### src/rtl/count_decode.sv
// count_decode
//
// Receive-side decoder for an 8-bit up/down count stream. Each accepted sample
// is compared with the previous one; a step of 0, +1 or -1 (modulo 2^WIDTH)
// recovers the hold / up / down command that produced it. Any other step is
// flagged as illegal, counted, and the decoder resynchronises on the new
// value. Run lengths and direct UP<->DOWN reversals are also reported.
//
// Ports
//   clk        in   rising-edge clock
//   rst        in   synchronous, active-high reset (overrides valid)
//   valid      in   q_in carries a new sample this cycle
//   q_in       in   observed count value [WIDTH]
//   dec_valid  out  1-cycle pulse: en_out/dir_out/state hold a new decode
//   en_out     out  recovered enable
//   dir_out    out  recovered direction (1 = up)
//   state      out  0 HOLD, 1 UP, 2 DOWN, 3 UNSYNC
//   dir_change out  1-cycle pulse: direct UP<->DOWN reversal
//   err        out  1-cycle pulse: illegal step
//   run_len    out  consecutive decodes in current state, saturating [RUN_W]
//   err_cnt    out  illegal steps since reset, saturating [ERR_W]
//   prev_q     out  last accepted sample [WIDTH]
//
// All outputs are registered; results appear one cycle after the sample.

module count_decode #(
  parameter int WIDTH = 8,
  parameter int RUN_W = 8,
  parameter int ERR_W = 8
) (
  input  logic             clk,
  input  logic             rst,
  input  logic             valid,
  input  logic [WIDTH-1:0] q_in,
  output logic             dec_valid,
  output logic             en_out,
  output logic             dir_out,
  output logic [1:0]       state,
  output logic             dir_change,
  output logic             err,
  output logic [RUN_W-1:0] run_len,
  output logic [ERR_W-1:0] err_cnt,
  output logic [WIDTH-1:0] prev_q
);

  typedef enum logic [1:0] {
    S_HOLD   = 2'd0,
    S_UP     = 2'd1,
    S_DOWN   = 2'd2,
    S_UNSYNC = 2'd3
  } state_t;

  state_t             state_q, state_d;
  logic [WIDTH-1:0]   prev_d;
  logic               en_d, dir_d;
  logic               dec_valid_d, dir_change_d, err_d;
  logic [RUN_W-1:0]   run_d;
  logic [ERR_W-1:0]   err_cnt_d;

  // Step between this sample and the last one, modulo 2^WIDTH, so that
  // max->0 reads as +1 and 0->max reads as -1.
  logic [WIDTH-1:0]   diff;
  state_t             step;
  logic               legal;

  assign diff  = q_in - prev_q;
  assign state = state_q;

  always_comb begin
    // NOTE: every signal assigned here gets a default first, so no path
    // leaves one unassigned and no latch is inferred.
    state_d      = state_q;
    prev_d       = prev_q;
    en_d         = en_out;
    dir_d        = dir_out;
    run_d        = run_len;
    err_cnt_d    = err_cnt;
    dec_valid_d  = 1'b0;
    dir_change_d = 1'b0;
    err_d        = 1'b0;
    step         = S_HOLD;
    legal        = 1'b1;

    if (diff == '0) begin
      step = S_HOLD;
    end else if (diff == WIDTH'(1)) begin
      step = S_UP;
    end else if (diff == '1) begin
      step = S_DOWN;
    end else begin
      legal = 1'b0;
    end

    if (valid) begin
      prev_d = q_in;
      if (state_q == S_UNSYNC) begin
        // First sample only establishes a reference; no step exists yet.
        state_d = S_HOLD;
        run_d   = '0;
      end else if (legal) begin
        dec_valid_d  = 1'b1;
        state_d      = step;
        en_d         = (step != S_HOLD);
        dir_d        = (step == S_UP);
        run_d        = (step != state_q) ? RUN_W'(1) :
                       (run_len == '1)   ? run_len   : run_len + 1'b1;
        // Only a direct reversal counts; going through HOLD does not.
        dir_change_d = (state_q == S_UP   && step == S_DOWN) ||
                       (state_q == S_DOWN && step == S_UP);
      end else begin
        // Resync on the new value; en/dir keep the last good decode.
        err_d     = 1'b1;
        err_cnt_d = (err_cnt == '1) ? err_cnt : err_cnt + 1'b1;
        state_d   = S_HOLD;
        run_d     = '0;
      end
    end
  end

  // NOTE: sequential state uses non-blocking assignments so every register
  // samples pre-edge values regardless of statement order.
  always_ff @(posedge clk) begin
    if (rst) begin
      state_q    <= S_UNSYNC;
      prev_q     <= '0;
      en_out     <= 1'b0;
      dir_out    <= 1'b0;
      run_len    <= '0;
      err_cnt    <= '0;
      dec_valid  <= 1'b0;
      dir_change <= 1'b0;
      err        <= 1'b0;
    end else begin
      state_q    <= state_d;
      prev_q     <= prev_d;
      en_out     <= en_d;
      dir_out    <= dir_d;
      run_len    <= run_d;
      err_cnt    <= err_cnt_d;
      dec_valid  <= dec_valid_d;
      dir_change <= dir_change_d;
      err        <= err_d;
    end
  end

endmodule

### config.mk
export PLATFORM = sky130hd
export DESIGN_NAME = count_decode
export DESIGN_NICKNAME = d
export VERILOG_FILES = /design/src/rtl/count_decode.sv
export SDC_FILE = /design/constraint.sdc
export NUM_CORES = 1
export LEC_CHECK = 0
export ABC_AREA = 1
export ABC_CLOCK_PERIOD_IN_PS = 7000
export CAP_MARGIN = 20
export CORE_UTILIZATION = 65
export CTS_CLUSTER_DIAMETER = 120
export DETAILED_ROUTE_END_ITERATION = 16
export DONT_BUFFER_PORTS = 1
export PLACE_DENSITY_LB_ADDON = 0.1
export SYNTH_ARGS = -nofsm -noshare
export SYNTH_HDL_FRONTEND = slang
export SYNTH_SLANG_ARGS = --single-unit
### constraint.sdc
create_clock -name clk -period 7 [get_ports clk]
set_input_delay 1.05 -clock clk [delete_from_list [all_inputs] [get_ports clk]]
set_output_delay 1.05 -clock clk [all_outputs]
set_load 0.02 [all_outputs]
==> results.yml <==
sta:
  timing.final.max_slew_violations: 0
  tightest_slew_ns: 0.689
  hold_fails_final_rpt: 0
  timing.setup.tns_ns: 0
  timing.final.ws_setup_ns: 3.96
  worst_slew_margin_rel: 0.540
  clock_skew_ns: 0.00995
  finalCriticalPeriod_ns: 3.04
  fin_hold_ws_ns: 0.572
  fmax_mhz: 329
  rsz0062_at_grt: "no"
  setup_viol: 0
  fin_crit_sh: 0.435
setup_path:
  critPathCaptureType: "flip-flop"
  timing.critical_path.arrival_ns: 3.27
  startpoint_type: "input port"
  criticalPathCategory: "input port to flip-flop"
  crit_required_ns: 7.23
  critical_path.max_fanout: 12
clock_tree:
  numClockSinks: 31
  clock_tree_from_tritoncts: "built"
  ctsResizeCount: 0
  cts_setup_buffers: 0
  cts_root_buffer: "clkbuf_4"
  cts_hold_repair.buffers: 0
  clkLatencyLatePin_ns: 0.33
  tritoncts_buffer_count: 5
  cts_buffer_depth: 2
  htree_num_levels: 2
  cts.clk_slew.worst_paths_ns: 0.09
logic_synthesis:
  post_synthesis_instance_area_um2: 1920
  dominantRegCellSynth: "dfxtp_1"
  yosys_reg_bits: 31
  synthAdderAreaFrac: 0.0756
  synth-seq-area-share: 0.323
  synth_common_cells: "nand2_1 (69), inv_1 (51), nor2_1 (39)"
  yosys_warnings: 0
  synth_top_family_by_area: "simple AND/OR/NAND/NOR gates"
  postSynthNetCount: 318
  yosys.area_share.xor_xnor: 0.0365
  synthTopCellsByArea: "dfxtp_1 (32%), nand2_1 (13%), inv_1 (10%)"
  synth.most_common_cell: "nand2_1"
  number_of_distinct_standard_cells_referenced_by_the_synthesized_netlist: 26
  synthesis.instances: 296
  synth_edf_count: 0
  yosys.area.top_type: "dfxtp_1"
  muxShareOfSynthArea: 0
  post_synth.cell_area_avg_um2: 6.48
  synth_compound_gate_area_share: 0.102
  synth-simple-area-share: 0.351
  ffs_w_async_s_r_synth: 0
  synth_largest_type_area_fraction: 0.323
route:
  drt-total-wl_mm: 3.84
  final_antenna_violating_net_count: 0
  routed_wire_length_per_instance_um: 11.6
  first_iter_violations: 56
  detail_route.drc_violations: 0
  drt-vias-per-instance: 5.32
  detailedRoute.firstPassIterationCount: 4
  vias: 1761
place:
  dpl.cell_count: 323
  dp_worst_setup_slack_ns: 3.60
  dp_hpwl_mm: 2.90
  port_buffers: 0
  routabilityCongestion: 0.872
final_layout:
  antennaDiodeCount: 0
  layout.nets: 321
  finalNonFillerCells: 331
  layout-area-overhead-vs-synth_pct: 5.35
  fin_util: 0.727
  multi_input_comb_area_um2: 1080
  seq_area_um2: 621
  drive_above_1_share: 0.0733
  fillCellCount: 238
global_route:
  largest_net_degree_at_the_start_of_global_routing: 26
  globalRouteTotalUtil: 0.262
  met2_usage_in_global_routing: 0.449
  initial_antenna_violation_count: 0
  grt_peak_use_layer: "met2"
  global_route.usage.met1: 0.315
  vias_in_the_first_global_route: 1659
  global_route_wire_length_before_repair_mm: 6.62
  globalRoute.totalOverflow: 0
  global_route.usage.met3: 0.0783
floorplan:
  initial_core_util: 0.690
  chipWidth_um: 56.3
  num_io_pins: 42
  fp-row-count: 19
  die_area_um2: 3170
  chipHeight_um: 56.3
  core-area_um2: 2780
pwr:
  total_leakage_power_nw: 0.958
  vdd_drop_max_uv: 226
  p_per_area_nw_per_um2: 212
run:
  drv_cap: 0
run_status:
  status: "complete, no violations"
min_path:
  hold_class: "flip-flop to flip-flop"
power by group:
| group | leakage [nW] | total (mW) | internal [mW] | switching (mW) |
|---|---|---|---|---|
| Combinational | 0.655 | 0.0833 | 0.0284 | 0.0549 |
| Sequential | 0.254 | 0.200 | 0.184 | 0.0162 |
| Clock | 0.0482 | 0.146 | 0.0844 | 0.0612 |
| Total | 0.958 | 0.429 | 0.297 | 0.132 |
layer usage:
metal | routed length (µm) | vias up
met5 | 0 | -
met4 | 40 | 0
met3 | 256 | 6
met2 | 1750 | 47
met1 | 1790 | 767
li1 | - | 941
registers in the layout, summed over array words and instances, names as in the netlist:
name        count
err_cnt         8
prev_q          8
run_len         8
state           2
dec_valid       1
dir_change      1
dir_out         1
en_out          1
err             1
per-stage QoR:
stage,power [mW],instance area [µm²]
2_1_floorplan,0.272,1920
3_3_place_gp,0.283,1940
3_5_place_dp,0.286,1940
4_1_cts,0.431,2020
5_1_grt,0.453,2020
6_report,0.429,2020
critical path: stages:
cell and delay [ns]:
inv_1 0.07, ha_1 0.15, inv_1 0.05, fa_1 0.39
nand2_1 0.10, nand3_2 0.09, nand3_2 0.09, nand2_1 0.07
nand2_1 0.07, nand2_1 0.07, nor2_1 0.24, nand3_2 0.13
nand2_2 0.10, nand2_1 0.08, nor2_2 0.10, nand2_2 0.07
nand2_2 0.18, nand2_1 0.07, nand2_1 0.06, nor2_1 0.05
layout make-up:
type	count	share of cell area
multi-input combinational	210	0.537
clock buffer	6	0.0254
sequential	31	0.307
tap	31	0.0192
clock inverter	2	0.0173
inverter	51	0.0947
final timing paths:
path / from / to / slack, ns / cells after the start
setup / recovery: q_in[0] / run_len[2]$_SDFFE_PP0P_ / 3.96 / 20
hold / removal: dir_out$_SDFFE_PP0P_ / dir_out$_SDFFE_PP0P_ / 0.57 / 2
setup reg to reg: prev_q[0]$_SDFFE_PP0P_ / run_len[2]$_SDFFE_PP0P_ / 4.21 / 19
hold reg to reg: dir_out$_SDFFE_PP0P_ / dir_out$_SDFFE_PP0P_ / 0.57 / 2
kinds of logic (layout without fill, tap and decap cells):
family	Yosys count	in the layout
AOI/OAI and AO/OA	37	37
xor gates and xnor gates	8	8
adders and majority gates	11	11
buffers and inverters	55	59
DFF	31	31
and+or+nand+nor	154	154
layout by cell type (no fill, tap or decap), types with 3 or more instances in the layout:
cell type	count
nand2_1	69
inv_1	51
nor2_1	39
dfxtp_1	31
nand3_1	18
a21oi_1	17
o21ai_0	16
ha_1	10
nor3_1	8
xor2_1	7
nand2_2	5
clkbuf_4	5
nor2_2	4
nand3_2	3
nand4_1	3
(Power assumes the default switching activity.)
